[src/rtl/sha256_message_arbiter.sv]
// sha256_message_arbiter: shares one sha256_message_build between NUM_REQ requesters, one packet per grant.
// Define SHA256_ARB_FIXED_PRIORITY_EN for fixed lowest-index-first arbitration instead of round-robin.
module sha256_message_arbiter #(
   parameter int NUM_REQ = 2,
   parameter int ID_W    = 1
) (
   input  logic                   clk,
   input  logic                   rst,
   input  logic                   en,
   input  logic                   sync_rst,
   input  logic [NUM_REQ*64-1:0]  req_cfg_size,
   input  logic [NUM_REQ*2-1:0]   req_cfg_scheme,
   input  logic [NUM_REQ-1:0]     req_cfg_last,
   input  logic [NUM_REQ-1:0]     req_cfg_valid,
   output logic [NUM_REQ-1:0]     req_cfg_ready,
   input  logic [NUM_REQ*512-1:0] req_data,
   input  logic [NUM_REQ-1:0]     req_data_last,
   input  logic [NUM_REQ-1:0]     req_data_valid,
   output logic [NUM_REQ-1:0]     req_data_ready,
   output logic [63:0]            cfg_size,
   output logic [1:0]             cfg_scheme,
   output logic                   cfg_last,
   output logic                   cfg_valid,
   input  logic                   cfg_ready,
   output logic [511:0]           data_out,
   output logic                   data_out_last,
   output logic                   data_out_valid,
   input  logic                   data_out_ready,
   output logic [ID_W-1:0]        grant_id,
   output logic                   busy
);
   typedef enum logic [1:0] {IDLE, CFG, DATA} state_t;
   state_t state_q, state_d;
   logic [ID_W-1:0] grant_id_q, grant_id_d, win, cand;
   logic hit;
   logic [63:0] sel_size;
   logic [1:0] sel_scheme;
   logic [511:0] sel_data;
   logic sel_cfg_last, sel_cfg_valid, sel_data_last, sel_data_valid;
`ifndef SHA256_ARB_FIXED_PRIORITY_EN
   logic [ID_W-1:0] last_grant_q, last_grant_d;
`endif

   // Descending scan so the candidate closest to the search start is assigned last and wins
   always_comb begin
      hit  = 1'b0;
      win  = '0;
      cand = '0;
      for (int k = NUM_REQ - 1; k >= 0; k--) begin
`ifdef SHA256_ARB_FIXED_PRIORITY_EN
         cand = ID_W'(k);
`else
         cand = ID_W'((int'(last_grant_q) + 1 + k) % NUM_REQ);
`endif
         if (req_cfg_valid[cand]) begin
            hit = 1'b1;
            win = cand;
         end
      end
   end

   always_comb begin
      sel_size       = '0;
      sel_scheme     = '0;
      sel_cfg_last   = 1'b0;
      sel_cfg_valid  = 1'b0;
      sel_data       = '0;
      sel_data_last  = 1'b0;
      sel_data_valid = 1'b0;
      for (int i = 0; i < NUM_REQ; i++)
         if (grant_id_q == ID_W'(i)) begin
            sel_size       = req_cfg_size[i*64 +: 64];
            sel_scheme     = req_cfg_scheme[i*2 +: 2];
            sel_cfg_last   = req_cfg_last[i];
            sel_cfg_valid  = req_cfg_valid[i];
            sel_data       = req_data[i*512 +: 512];
            sel_data_last  = req_data_last[i];
            sel_data_valid = req_data_valid[i];
         end
   end

   always_comb begin
      cfg_valid      = en && state_q == CFG && sel_cfg_valid;
      cfg_size       = state_q == CFG ? sel_size : '0;
      cfg_scheme     = state_q == CFG ? sel_scheme : '0;
      cfg_last       = state_q == CFG && sel_cfg_last;
      data_out_valid = en && state_q == DATA && sel_data_valid;
      data_out       = state_q == DATA ? sel_data : '0;
      data_out_last  = state_q == DATA && sel_data_last;
      req_cfg_ready  = '0;
      req_data_ready = '0;
      req_cfg_ready[grant_id_q]  = en && state_q == CFG && cfg_ready;
      req_data_ready[grant_id_q] = en && state_q == DATA && data_out_ready;
      grant_id = grant_id_q;
      busy     = state_q != IDLE;
   end

   always_comb begin
      state_d    = state_q;
      grant_id_d = grant_id_q;
`ifndef SHA256_ARB_FIXED_PRIORITY_EN
      last_grant_d = last_grant_q;
`endif
      if (sync_rst) begin
         state_d    = IDLE;
         grant_id_d = '0;
`ifndef SHA256_ARB_FIXED_PRIORITY_EN
         last_grant_d = ID_W'(NUM_REQ - 1);
`endif
      end else if (en) begin
         if (state_q == IDLE && hit) begin
            state_d    = CFG;
            grant_id_d = win;
         end
         if (cfg_valid && cfg_ready)
            state_d = DATA;
         if (data_out_valid && data_out_ready && data_out_last) begin
            state_d = IDLE;
`ifndef SHA256_ARB_FIXED_PRIORITY_EN
            last_grant_d = grant_id_q;
`endif
         end
      end
   end

   always_ff @(posedge clk or posedge rst)
      if (rst) begin
         state_q    <= IDLE;
         grant_id_q <= '0;
`ifndef SHA256_ARB_FIXED_PRIORITY_EN
         last_grant_q <= ID_W'(NUM_REQ - 1);
`endif
      end else begin
         state_q    <= state_d;
         grant_id_q <= grant_id_d;
`ifndef SHA256_ARB_FIXED_PRIORITY_EN
         last_grant_q <= last_grant_d;
`endif
      end
endmodule

[config.mk]
export PLATFORM = sky130hd
export DESIGN_NAME = sha256_message_arbiter
export DESIGN_NICKNAME = d
export VERILOG_FILES = /design/src/rtl/sha256_message_arbiter.sv
export SDC_FILE = /design/constraint.sdc
export NUM_CORES = 1
export LEC_CHECK = 0
export CORE_AREA = 2 2 679 681
export DETAILED_ROUTE_END_ITERATION = 12
export DIE_AREA = 0 0 681 683
export PLACE_DENSITY = 0.3
export SLEW_MARGIN = 10
export SYNTH_ARGS = -nofsm -noshare
export SYNTH_HDL_FRONTEND = slang
export SYNTH_SLANG_ARGS = --single-unit
[constraint.sdc]
create_clock -name clk -period 3.06 [get_ports clk]
set_input_delay 0.459 -clock clk [delete_from_list [all_inputs] [get_ports clk]]
set_output_delay 0.459 -clock clk [all_outputs]
set_load 0.1 [all_outputs]
# After elaboration in Yosys (flattened, before gate mapping)
# Cells that the tools add are included.
dict set report word_totals {
  regBits 4
  output_inout_bits 588
}
dict set report classes {
  bitwise 2
  n_addsub 2
  n_reduce_logical 22
  order_cmp 4
  mux 31
  n_eq_ne 2
}
# op n
set op_table {}
lappend op_table {{512-bit 2-to-1 mux} 2}
lappend op_table {{64-bit 2-to-1 mux} 2}
lappend op_table {{1-bit 2-to-1 mux} 19}
lappend op_table {{2-bit 2-to-1 mux} 7}
lappend op_table {{1-bit logical AND} 13}
lappend op_table {{2-bit nonzero test} 4}
lappend op_table {{1-bit by 2-bit < comparator with 1-bit output (second input constant)} 3}
lappend op_table {{2-bit AND reduction} 3}
lappend op_table {{2-bit AND} 2}
lappend op_table {{4-bit nonzero test} 1}
lappend op_table {{1-bit adder (second input constant)} 2}
lappend op_table {{2-bit by 1-bit == test with 1-bit output (second input constant)} 1}
lappend op_table {{2-bit == test (second input constant)} 1}
lappend op_table {{2-bit zero test} 1}
lappend op_table {{1-bit demux with 1-bit select} 1}
lappend op_table {{1-bit greater-or-equal comparator (second input constant)} 1}

# Logic depth before layout (Yosys ltp)
# Gate-level depths: netlist of run 1.
dict set report depth {
  word_depth 12
  ltp_mapped 5
}

# Least setup slack after synthesis of run 1
# Ideal clock, no wire load.
dict set report synth_path {
  path_kind {reg-to-output}
  startpoint {register grant_id_q (netlist: grant_id)}
  endpoint {output port data_out_valid}
  arrival_time_ns 3.501
  required_ns 2.601
  path_stages_with_launch 5
  path_slack_ns -0.900
  cell_sequence {dfrtp_1 > buf_6 > buf_12 > mux2i_1 > nor3_1}
}
dict set report synth_between {
  elab_chain_len 2
}
# element line
set synth_rtl {}
lappend synth_rtl {{start: declaration} 34} ;# logic [ID_W-1:0] grant_id_q, grant_id_d, win, cand;
lappend synth_rtl {{start signal: assignment} 135} ;# grant_id_q <= grant_id_d;
lappend synth_rtl {{1-bit 2-to-1 mux} 71} ;# if (grant_id_q == ID_W'(i)) begin
lappend synth_rtl {{1-bit logical AND} 87} ;# data_out_valid = en && state_q == DATA && sel_data_valid;
lappend synth_rtl {{end: declaration} 27} ;# output logic data_out_valid,
# No other way between the ends.

# Worst setup path in the final report of run 1
dict set report layout_path {
  startpoint {register grant_id_q (netlist: grant_id)}
  endpoint {output port data_out[38]}
}
dict set report layout_between {
  elab_chain_len 2
}
# element line
set layout_rtl {}
lappend layout_rtl {{512-bit 2-to-1 mux} 71}
lappend layout_rtl {{512-bit 2-to-1 mux} 88} ;# data_out = state_q == DATA ? sel_data : '0;
lappend layout_rtl {{end: declaration} 25} ;# output logic [511:0] data_out,
# No other way between the ends.

==> results.cfg, run 1 <==
[detailed_routing]
drt-wirelength-per-cell_um = 38.3
drt-total-wl_mm = 358
drt_iter0_drc = 1077
drc = 0
viasPerCell = 2.19
vias = 20500
ant_nets = 0
first_pass_iters = 5

[timing]
period_needed_ps = 2850
clock_skew_ps = 18.3
hold_violations = 0
fin_crit_sh_pct = 93.1
finalSetupViolations = 0
tightest_slew_ps = 835
rsz0062_at_grt = no
slew-limit-headroom_pct = 44.3
max_freq_mhz = 351
final.setup.worst_slack_ps = 212
whs_ps = 681
report.final.slew_viol_count = 0

[yosys]
ys_ff_latch = 4
netlist_area_um2 = 9870
syn_avg_cell_area_um2 = 7.45
yosysWarnings = 0
syn_nets = 2495
synthCells = 1325
synth.distinct_cells = 29
seq_area_frac_synth_pct = 1.03

[floorplanning]
pin_count = 1758
dieWidth_um = 681
die_h_um = 683
rows = 249
die_area_um2 = 465000
core_area_um2 = 458000
initial_core_util_pct = 2.15

[worst_setup_path]
cp.required_ps = 2600
crit_start = grant_id$_DFFE_PP0P_
r2r_end = grant_id$_DFFE_PP0P_
critical_path.max_stage_delay_ps = 470
endpoint = data_out[38]
critPathSlowestCell = dfrtp_4
critPathMaxFanout = 37
r2r_slack_ps = 1130
startpoint_type = register
arrival_ps = 2390
path_class = reg2out
cp_cell_sequence = buf_12 -> buf_12 -> buf_4 -> mux2i_1 -> nor2_2 -> buf_12
endpoint_kind = output pin
worstRegToRegCells = 4
reg2reg_from = grant_id$_DFFE_PP0P_
cpMostUsedCell = buf_12

[flow_run]
cap_violations = 0

[clock_network]
clkLatencyLatePin_ps = 260
cts_max_path_buffers = 2
post_cts_buffers = 0
htree_levels = 1
root_buffer = clkbuf_16
hold_buffers = 0
cts_tree = yes
cts.sinks = 4
clk_pin_slew_ps = 50
numCtsBuffers = 3

[grt]
grt_first_pass_wirelength_mm = 401
antenna_found_initial = 519
grt_pass1_vias = 19600
grt_max_degree = 66
track_usage_pct = 14.7
grt-ovfl-total = 0

[hold_path]
hold_path.startpoint = last_grant_q$_DFFE_PP1P_
min_path_type = reg2reg

[power]
p_int_w = 0.00270
p_comb_share_pct = 94.4
p_clk_share_pct = 4.5
seq_power_share_pct = 1.1
switching_power_w = 0.00304
powerDensity_nw_per_um2 = 135
p_leak_nw = 12.5
peakVddDrop_mv = 0.106
swShare_pct = 53.0

[layout]
mostFrequentLayoutCells = 1,169 x clkdlybuf4s50_1, 589 x buf_12, 580 x nor2_2, 561 x mux2i_1, 158 x buf_4
multi_input_area_um2 = 9810
nets = 4287
final_layout_size_suffix_gt1_share_pct = 43.8
fillers = 52800
seqCellArea_um2 = 105
fin_util_pct = 9.30
layout_commonest_cell = clkdlybuf4s50_1
area_growth_pct = 332
layoutNonFillerInstCount = 9360

[place]
dp_hpwl_mm = 346
dp_cells = 9261
dpl_worst_slack_ps = 55.2
io_buffers = 1757
gp_congestion = 0.904

[status]
status = finished clean
[per-layer routing]
metal	up-vias	share of wire [%]	global-route usage, %
met5	-	0.68	0
met2	1806	46	24.7
met1	9286	37	16.2
li1	8197	-	-
met4	356	1.9	1.40
met3	883	14	9.21
[registers in the layout (all words and copies together) (netlist names)]
| register | count |
|---|---|
| state_q | 2 |
| grant_id | 1 |
| last_grant_q | 1 |
[timing repair]
action / in CTS / in global routing
endpoints found under the setup margin: 2 / 1
cloned: 0 / 0
gates resized for setup: 3 / 2
[worst min-delay path by stage]
stage	end	slack, ps	cells after the start
floorplan	grant_id$_DFFE_PP0P_	220	1
global placement	last_grant_q$_DFFE_PP1P_	680	1
detailed placement	last_grant_q$_DFFE_PP1P_	680	1
CTS	last_grant_q$_DFFE_PP1P_	680	1
global route	last_grant_q$_DFFE_PP1P_	700	1
finish	last_grant_q$_DFFE_PP1P_	680	1
[Yosys cell counts]
cell type	n	area share, %
a221o_1	1	0.10
and3_4	1	0.11
nand2_1	2	0.076
buf_8	5	0.76
and2_1	2	0.13
buf_12	56	11
nor3_1	2	0.10
buf_2	49	2.5
buf_1	1	0.038
nand2b_1	1	0.063
dfrtp_1	3	0.76
inv_2	1	0.038
nand4_1	2	0.13
buf_4	8	0.61
dfstp_2	1	0.27
inv_1	4	0.15
a21oi_1	1	0.051
mux2i_1	582	59
buf_6	2	0.23
nor2_1	584	22
a221oi_2	2	0.30
o21ai_0	1	0.051
and4b_2	1	0.11
o41ai_1	1	0.089
nand3b_1	1	0.076
or2_1	1	0.063
a31o_4	1	0.18
clkbuf_1	8	0.30
nand4b_1	1	0.089
[area by class of cell]
cell class	instances	area share, %
diodes	95	0.558
clock buffers	4	0.185
inverters	5	0.0440
multi-input cells	1187	23.0
flip-flops and latches	4	0.247
well taps	6149	18.0
repair buffers	1916	57.9
[cells by family after synthesis]
group,Yosys count,synth area share [%]
and+or+nand+nor,598,23.2
muxes,582,59.0
buffers and inverters,134,16.0
AOI/OAI and AO/OA,7,0.774
DFF,4,1.03
[power groups by stage]
stage               clock network (W)  registers (W)  logic, W
finish                       0.000259      0.0000609   0.00542
global placement                    0      0.0000614   0.00555
global route                 0.000262      0.0000613   0.00563
CTS                          0.000272      0.0000607   0.00557
detailed placement                  0      0.0000616   0.00555
floorplan                           0      0.0000630   0.00218
[per-stage QoR]
| stage | setup TNS [ps] | power (W) | cell area, µm² |
|---|---|---|---|
| floorplan | -44.8 | 0.00224 | 11300 |
| global placement | 0 | 0.00561 | 42300 |
| detailed placement | 0 | 0.00561 | 42300 |
| CTS | 0 | 0.00590 | 42400 |
| global route | 0 | 0.00595 | 42500 |
| finish | 0 | 0.00574 | 42600 |
[critical path, delay by kind of cell, from the launching register on]
kind | cells | cell delay (ps)
buffers and inverters | 4 | 1040
flip-flops | 1 | 470
multiplexers | 1 | 140
AND/OR/NAND/NOR | 1 | 400
No activity file was read; power rests on OpenSTA's default activity.
==> run 2, diff against run 1 <==
CORE_AREA = 2 2 694 696   (was 2 2 679 681)
DIE_AREA = 0 0 696 698   (was 0 0 681 683)
clock period = 2.99 ns   (was 3.06 ns; I/O delays follow)
==> run 2 against run 1 <==
  * Die area up 4.4%
  * Hold slack worse by 200 ps
  * Sequential power up 3%
==> results.cfg, run 2 (synthesized netlist as in run 1, its figures left out) <==
[layout]
nets = 4264
final_layout_size_suffix_gt1_share_pct = 43.0
fillers = 55300
layoutNonFillerInstCount = 9559
top_register = state_q
fin_util_pct = 8.93
layout_commonest_cell = clkdlybuf4s50_1
mostFrequentLayoutCells = 1,169 x clkdlybuf4s50_1, 595 x buf_12, 581 x nor2_2, 572 x mux2i_1, 129 x buf_4
seqCellArea_um2 = 105
multi_input_area_um2 = 9720
largest_register_ffs = 2
area_growth_pct = 333

[clock_network]
postCtsResizedCells = 2
cts_tree = yes
post_cts_buffers = 0
root_buffer = clkbuf_16
clkLatencyLatePin_ps = 260
cts_max_path_buffers = 2
numCtsBuffers = 3
htree_levels = 1
cts.sinks = 4
clk_pin_slew_ps = 60
hold_buffers = 0

[timing]
tns_ps = 0
hold_violations = 0
report.final.slew_viol_count = 0
clock_skew_ps = 10.1
slew-limit-headroom_pct = 48.0
period_needed_ps = 2910
tightest_slew_ps = 780
finalSetupViolations = 0
max_freq_mhz = 344
rsz0062_at_grt = no
fin_crit_sh_pct = 97.2
final.setup.worst_slack_ps = 84.5

[detailed_routing]
ant_nets = 0
drt_iter0_drc = 963
first_pass_iters = 5
vias = 20000
drc = 0
drt-total-wl_mm = 352
viasPerCell = 2.09
drt-wirelength-per-cell_um = 36.9

[floorplanning]
rows = 254
pin_count = 1758
core_area_um2 = 478000
die_h_um = 698
dieWidth_um = 696
die_area_um2 = 486000
initial_core_util_pct = 2.07

[place]
dpl_worst_slack_ps = -94.0
dp_cells = 9490
gp_congestion = 0.910
dp_hpwl_mm = 340
io_buffers = 1757

[flow_run]
cap_violations = 0

[grt]
track_usage_pct = 13.9
grt_busiest_layer = met2
antenna_found_initial = 530
grt_use_met1_pct = 15.2
grt_pass1_vias = 19400
grtUsageMet2_pct = 23.4
gr-usage-met3_pct = 9.49
grt_max_degree = 66
grt_first_pass_wirelength_mm = 398
grt-ovfl-total = 0

[worst_setup_path]
cp.required_ps = 2540
arrival_ps = 2460
path_class = reg2out
startpoint_type = register
worstRegToRegCells = 3
reg2reg_from = grant_id$_DFFE_PP0P_
endpoint_kind = output pin
r2r_slack_ps = 1110
critPathMaxFanout = 46
r2r_end = grant_id$_DFFE_PP0P_

[power]
p_leak_nw = 12.3
powerDensity_nw_per_um2 = 132
peakVddDrop_mv = 0.134

[status]
status = finished clean

[hold_path]
min_path_type = in2async
-- run 2: cell count changes in the layout (fill, tap and decap cells not counted), moves of 5 or more --
cell / delta
buf_4: -29
diode_2: -29
mux2i_1: +11
buf_12: +6
mux2i_4: -6
mux2i_2: -5
-- run 2: worst max-delay path by stage --
stage,from,endpoint,slack [ps],depth (start not counted)
after CTS,grant_id$_DFFE_PP0P_,data_out[30],40,5
after global routing,grant_id$_DFFE_PP0P_,data_out[30],20,5
after global placement,req_data[543],data_out[31],-120,4
after floorplan,grant_id$_DFFE_PP0P_,data_out_valid,-100,4
after detailed placement,req_data[543],data_out[31],-90,4
final,grant_id$_DFFE_PP0P_,data_out[272],80,5
-- run 2: where the power goes --
group	internal [W]	switching (W)	total, W
logic	0.00249	0.00282	0.00530
clock network	0.000181	0.0000937	0.000275
registers	0.0000569	0.00000557	0.0000625
-- run 2: routing by layer --
| metal | part of all wire [%] | up-vias |
|---|---|---|
| li1 | - | 8116 |
| met1 | 37 | 8884 |
| met2 | 46 | 1881 |
| met3 | 15 | 876 |
| met4 | 1.6 | 246 |
| met5 | 0.47 | - |
-- run 2: final cells by class --
| type | count | area share, % |
|---|---|---|
| flip-flops and latches | 4 | 0.246 |
| repair buffers | 1893 | 57.6 |
| well taps | 6400 | 18.8 |
| multi-input cells | 1187 | 22.8 |
| diodes | 66 | 0.387 |
| clock buffers | 4 | 0.185 |
| inverters | 5 | 0.0440 |
-- run 2: stage by stage --
stage	power, W	cell area [µm²]	hold slack, ps
3_3_place_gp	0.00547	42400	695
6_report	0.00564	42700	483
5_1_grt	0.00589	42500	510
4_1_cts	0.00577	42500	514
3_5_place_dp	0.00546	42400	694
2_1_floorplan	0.00229	11300	214
-- run 2: critical path, cell delays in order (launching register included) --
cell	delay [ps]
dfrtp_4	480
buf_12	330
buf_4	590
mux2i_1	310
nor2_2	70
buf_12	180
